**src/rtl/ram_arbiter.sv**
```systemverilog
// Two-port arbiter in front of a single-port synchronous RAM.
// One access is in flight at a time: an IDLE cycle selects the winner and an ISSUE cycle drives the RAM.
module ram_arbiter #(
  parameter int A          = 10,
  parameter int D          = 8,
  parameter int FIXED_PRIO = 0
) (
  input  logic         clk,
  input  logic         rst,
  input  logic         req0,
  input  logic         req1,
  input  logic         rw0,
  input  logic         rw1,
  input  logic [A-1:0] addr0,
  input  logic [A-1:0] addr1,
  input  logic [D-1:0] wdata0,
  input  logic [D-1:0] wdata1,
  output logic         ack0,
  output logic         ack1,
  output logic [D-1:0] rdata0,
  output logic [D-1:0] rdata1,
  output logic         rvalid0,
  output logic         rvalid1,
  output logic         ram_cs,
  output logic         ram_rw,
  output logic [A-1:0] ram_addr,
  output logic [D-1:0] ram_data_in,
  input  logic [D-1:0] ram_data_out
);

  typedef enum logic {IDLE, ISSUE} state_t;

  state_t state;
  logic   last_grant;
  logic   pick1;

  assign rdata0 = ram_data_out;
  assign rdata1 = ram_data_out;

  // last_grant doubles as the owner of the access currently in ISSUE
  always_comb begin
    pick1 = 1'b0;
    if (req1 && !req0)
      pick1 = 1'b1;
    else if (req0 && req1 && FIXED_PRIO == 0)
      pick1 = ~last_grant;
  end

  always_ff @(posedge clk) begin
    if (rst) begin
      state       <= IDLE;
      ram_cs      <= 1'b0;
      ram_rw      <= 1'b1;
      ram_addr    <= '0;
      ram_data_in <= '0;
      ack0        <= 1'b0;
      ack1        <= 1'b0;
      rvalid0     <= 1'b0;
      rvalid1     <= 1'b0;
      last_grant  <= 1'b1;
    end else begin
      case (state)
        IDLE: begin
          rvalid0 <= 1'b0;
          rvalid1 <= 1'b0;
          if (req0 || req1) begin
            state       <= ISSUE;
            ram_cs      <= 1'b1;
            ram_rw      <= pick1 ? rw1 : rw0;
            ram_addr    <= pick1 ? addr1 : addr0;
            ram_data_in <= pick1 ? wdata1 : wdata0;
            ack0        <= ~pick1;
            ack1        <= pick1;
            last_grant  <= pick1;
          end
        end
        ISSUE: begin
          state   <= IDLE;
          ram_cs  <= 1'b0;
          ack0    <= 1'b0;
          ack1    <= 1'b0;
          rvalid0 <= ram_rw & ~last_grant;
          rvalid1 <= ram_rw & last_grant;
        end
        default: state <= IDLE;
      endcase
    end
  end

endmodule
```
**config.mk**
```make
export PLATFORM = sky130hd
export DESIGN_NAME = ram_arbiter
export DESIGN_NICKNAME = d
export VERILOG_FILES = /design/src/rtl/ram_arbiter.sv
export SDC_FILE = /design/constraint.sdc
export NUM_CORES = 1
export LEC_CHECK = 0
export CORE_MARGIN = 2
export CORE_UTILIZATION = 33
export DETAILED_ROUTE_END_ITERATION = 8
export PLACE_DENSITY = 0.76
export SYNTH_ARGS = -nofsm -noshare
export SYNTH_HDL_FRONTEND = slang
export SYNTH_SLANG_ARGS = --single-unit
```
**constraint.sdc**
```tcl
create_clock -name clk -period 1.7 [get_ports clk]
set_clock_uncertainty 0.15 [all_clocks]
set_input_delay 0.255 -clock clk [delete_from_list [all_inputs] [get_ports clk]]
set_output_delay 0.255 -clock clk [all_outputs]
set_load 0.01 [all_outputs]
```
[Word-level counts from Yosys, hierarchy flattened]
Cells that the tools add are included.
Operators by class
  add/sub/neg operators: 0
  $mul: 0
  divide/modulo/power cells: 0
  $lt $le $gt $ge: 0
  equal/unequal tests: 1
  shifts and indexed selects: 0
  muxes and demuxes: 15
  bitwise operators: 5
  reduce and logical (&&, ||, !) cells: 5
Operators by type and width (count)
  $pmux 1 s2: 6
  $mux 10: 1
  $mux 8: 1
  $mux 1: 7
  $not 1->1: 3
  $and 1x1->1: 2
  $logic_and 1x1->1: 2
  $ne 2x2->1 const B: 1
  $reduce_and 2->1: 1
  $logic_not 1->1: 1
  $logic_or 1x1->1: 1
Storage, ports and cells
  bits in registers: 26
  latch bits: 0
  memory bits (writable): 0
  bits in read-only memories: 0
  input bits: 50
  output and inout port bits: 40
  word-level logic and storage cells: 36
  memories: 0

[Logic depth before layout (Yosys ltp)]
  depth after elaboration: 6
  mapped depth: 5
  mapped depth without buffers: 3

[Worst setup path before layout]
Ideal clock, no wire load.
  path type: flip-flop to flip-flop
  start: register state
  end: register ram_addr[0]
  arrival time: 1275 ps
  data required time: 1491 ps
  slack: 216 ps
  cell stages (with the launch flop): 6
  buffers on the path: 2
  cells stage by stage: dfxtp_1 or2_1 buf_6 nor3b_4 buf_6 a221o_1
On the way
  cells in the longest elaborated chain, start to end: 2
RTL lines
  start: declaration: RTL line 33  | state_t state;
  start signal: assignment: RTL line 51  | state <= IDLE;
  start signal: assignment: RTL line 67  | state <= ISSUE;
  start signal: assignment: RTL line 78  | state <= IDLE;
  $not 1->1 (no line)
  $reduce_and 2->1 (no line)
  end signal: assignment: RTL line 70  | ram_addr <= pick1 ? addr1 : addr0;
  end: declaration: RTL line 26  | output logic [A-1:0] ram_addr,
Every way passes these cells.
A chain may end at the register's enable or synchronous reset.

[Final worst setup path]
  start: register ram_rw
  end: output ram_rw
RTL lines
  start: declaration: RTL line 25  | output logic ram_rw,
  start signal: assignment: RTL line 69  | ram_rw <= pick1 ? rw1 : rw0;
No word-level cell between the ends.

==> out/metrics.yaml <==
status:
  status: "finished, final reports clean"
worst_setup_path:
  slowest_delay_ps: 540
  path_buf_inv: 1
  critPathRequiredTime_ps: 1290
  path_max_fanout: 3
  critPathSlowestCell: "clkdlybuf4s50_1"
  start_kind: "flop"
  cp.arrival_ps: 1240
  crit_type: "flop to primary output"
  cp_cell_sequence: "clkdlybuf4s50_1"
  critPathCaptureType: "primary output"
  crit_family: "buffers and inverters"
pwr:
  power_switching_w: 0.000340
  clockPowerShare_pct: 27.8
  p_int_w: 0.00115
  p_comb_share_pct: 25.7
  p_leak_nw: 0.693
  p_sw_share_pct: 22.8
  p_seq_share_pct: 46.5
  totalPowerFinal_w: 0.00149
  power.density_nw_per_um2: 794
  worst_ir_drop_vdd_mv: 0.462
synth:
  synth_top_flop_cell: "dfxtp_1"
  synthCells: 111
  synth-async-reset-ratio_pct: 0
  syn_avg_cell_area_sq_um: 10.6
  synth_top_area_cell: "dfxtp_1"
  syn-cell-area_sq_um: 1170
  synth_top_area_share_pct: 44.3
  ys_types: 25
  yosysSeqAreaShare_pct: 44.3
  yosys_warnings: 0
  synth.area.top_cells: "dfxtp_1, a221o_1, nor3b_1"
  syn_nets: 161
  synth_edf_count: 0
  synth_seq_cells: 26
clock_network:
  cts_tree: "built"
  htreeDepth: 1
  clock-sinks: 26
  clk_path_buf_depth: 2
  cts_buffers: 3
  root_buffer: "clkbuf_4"
  clock_latency_ps: 320
  clk_pin_slew_worst_paths_ps: 150
  cts_hold_buf: 0
die:
  die_width_um: 63.6
  start_util_pct: 34.9
  num_rows: 21
  core_sq_um: 3360
  top_level_ports: 90
  fp.dieH_um: 63.6
  die_area_sq_um: 4050
timing:
  fin_crit_sh_pct: 96.7
  final.min_clock_period_ps: 1640
  grt_setup_unrepaired: "false"
  tightestPinTransition_ps: 270
  max_freq_mhz: 609
  finalSetupViolCount: 0
  hold_violations: 0
  slew_headroom_pct: 82.0
  slew_violations: 0
cells_and_area:
  synthToLayoutAreaGrowth_pct: 59.8
  layout_commonest_cell: "clkdlybuf4s50_1"
  instances_no_fill: 214
  antenna_cells: 0
  final_nets: 219
  fillerInstances: 320
  drive_gt1_share_pct: 11.3
  final_cell_mix: "clkdlybuf4s50_1, dfxtp_1, nor3b_1, a221o_1, buf_4"
global_routing:
  grt_max_degree: 23
  antenna_found_initial: 0
  track_usage_pct: 16.0
  grt_pass1_wl_mm: 5.16
  overflow: 0
  grt_pass1_vias: 1085
routing:
  first_iter_violations: 84
  first_pass_iters: 4
  wirelength_mm: 3.23
  wl_per_cell_um: 15.1
  post-route-drc-count: 0
  ant_nets: 0
  via_count: 1085
  avgViaCountPerCell: 5.07
placement:
  dpl.cell_count: 208
  dp_hpwl_mm: 2.57
  port_buffers: 65
  gp_congestion: 0.952
run:
  max-cap-violations: 0
min_path:
  hold_path.class: "flop to flop"
[power by group through the flow]
stage	sequential, W	combinational (W)	clock [W]
finish	0.000692	0.000383	0.000413
global route	0.000699	0.000409	0.000445
CTS	0.000692	0.000386	0.000422
detailed placement	0.000706	0.000373	0
global placement	0.000703	0.000364	0
floorplan	0.000723	0.000159	0
[cell usage after synthesis, types with 2 or more instances]
| cell type | instances |
|---|---|
| nor3b_1 | 19 |
| buf_6 | 2 |
| a21oi_1 | 2 |
| dfxtp_1 | 26 |
| nand2_1 | 3 |
| clkbuf_1 | 2 |
| nor3_1 | 2 |
| buf_4 | 17 |
| nand2b_1 | 2 |
| nor2_1 | 2 |
| buf_2 | 2 |
| a221o_1 | 19 |
[sequential cells by signal, summed over array words and instances (netlist names)]
| register | flops |
|---|---|
| ack0 | 1 |
| ack1 | 1 |
| last_grant | 1 |
| ram_addr | 10 |
| ram_cs | 1 |
| ram_data_in | 8 |
| ram_rw | 1 |
| rvalid0 | 1 |
| rvalid1 | 1 |
| state | 1 |
[path summary, 6_finish.rpt]
path | start | to | slack (ps) | cells after the start
setup / recovery | ram_rw$_SDFFE_PP1P_ | ram_rw | 60 | 1
setup reg to reg | state$_SDFF_PP0_ | ram_addr[8]$_SDFFE_PP0P_ | 160 | 4
hold / removal | ram_cs$_SDFFE_PP0P_ | ram_cs$_SDFFE_PP0P_ | 350 | 2
hold reg to reg | ram_cs$_SDFFE_PP0P_ | ram_cs$_SDFFE_PP0P_ | 350 | 2
[routing by layer]
layer	track usage [%]	share of wire [%]	up-vias
met2	28.7	52	32
met1	18.6	41	525
met4	6.52	1.8	0
met5	0	0	-
li1	-	-	516
met3	2.68	5.7	12
[logic make-up (layout without fill, tap and decap cells)]
logic type	after synthesis	count (layout)	synth area share (%)
AND/OR/NAND/NOR	34	34	20.7
flip-flops	26	26	44.3
AO/OA/AOI/OAI	25	25	19.7
buffers and inverters	26	83	15.2
[worst min-delay path, stage by stage, from the launching register on]
cell     delay, ps
dfxtp_1        350
nor3_1          60
nor2_1          70
[metrics by stage]
step                worst slack, ps  TNS, ps  util, %  cell area [sq um]  hold slack, ps
CTS                            35.6        0     55.7               1870             350
detailed placement             -472    -8080     53.0               1780             329
global placement               -389    -6950     53.0               1780             314
finish                         56.6        0     55.8               1880             353
floorplan                       216        0        -               1170             225
global route                   3.72        0     55.8               1880             360
[area by class of cell]
class / instances / area, sq um / share of cell area [%]
Tap cell: 46 / 57.6 / 3.07
Timing Repair Buffer: 76 / 758 / 40.4
Clock buffer: 3 / 22.5 / 1.20
Multi-Input combinational cell: 59 / 474 / 25.3
Inverter: 3 / 11.3 / 0.600
Sequential cell: 26 / 522 / 27.8
Clock inverter: 1 / 30.0 / 1.60
[what timing repair did]
action	4_1_cts	5_1_grt
setup buffers	2	0
pin swaps	2	0
resized for setup	0	1
setup endpoints to repair	18	1
Note: power is estimated with default switching activity, not from simulation.
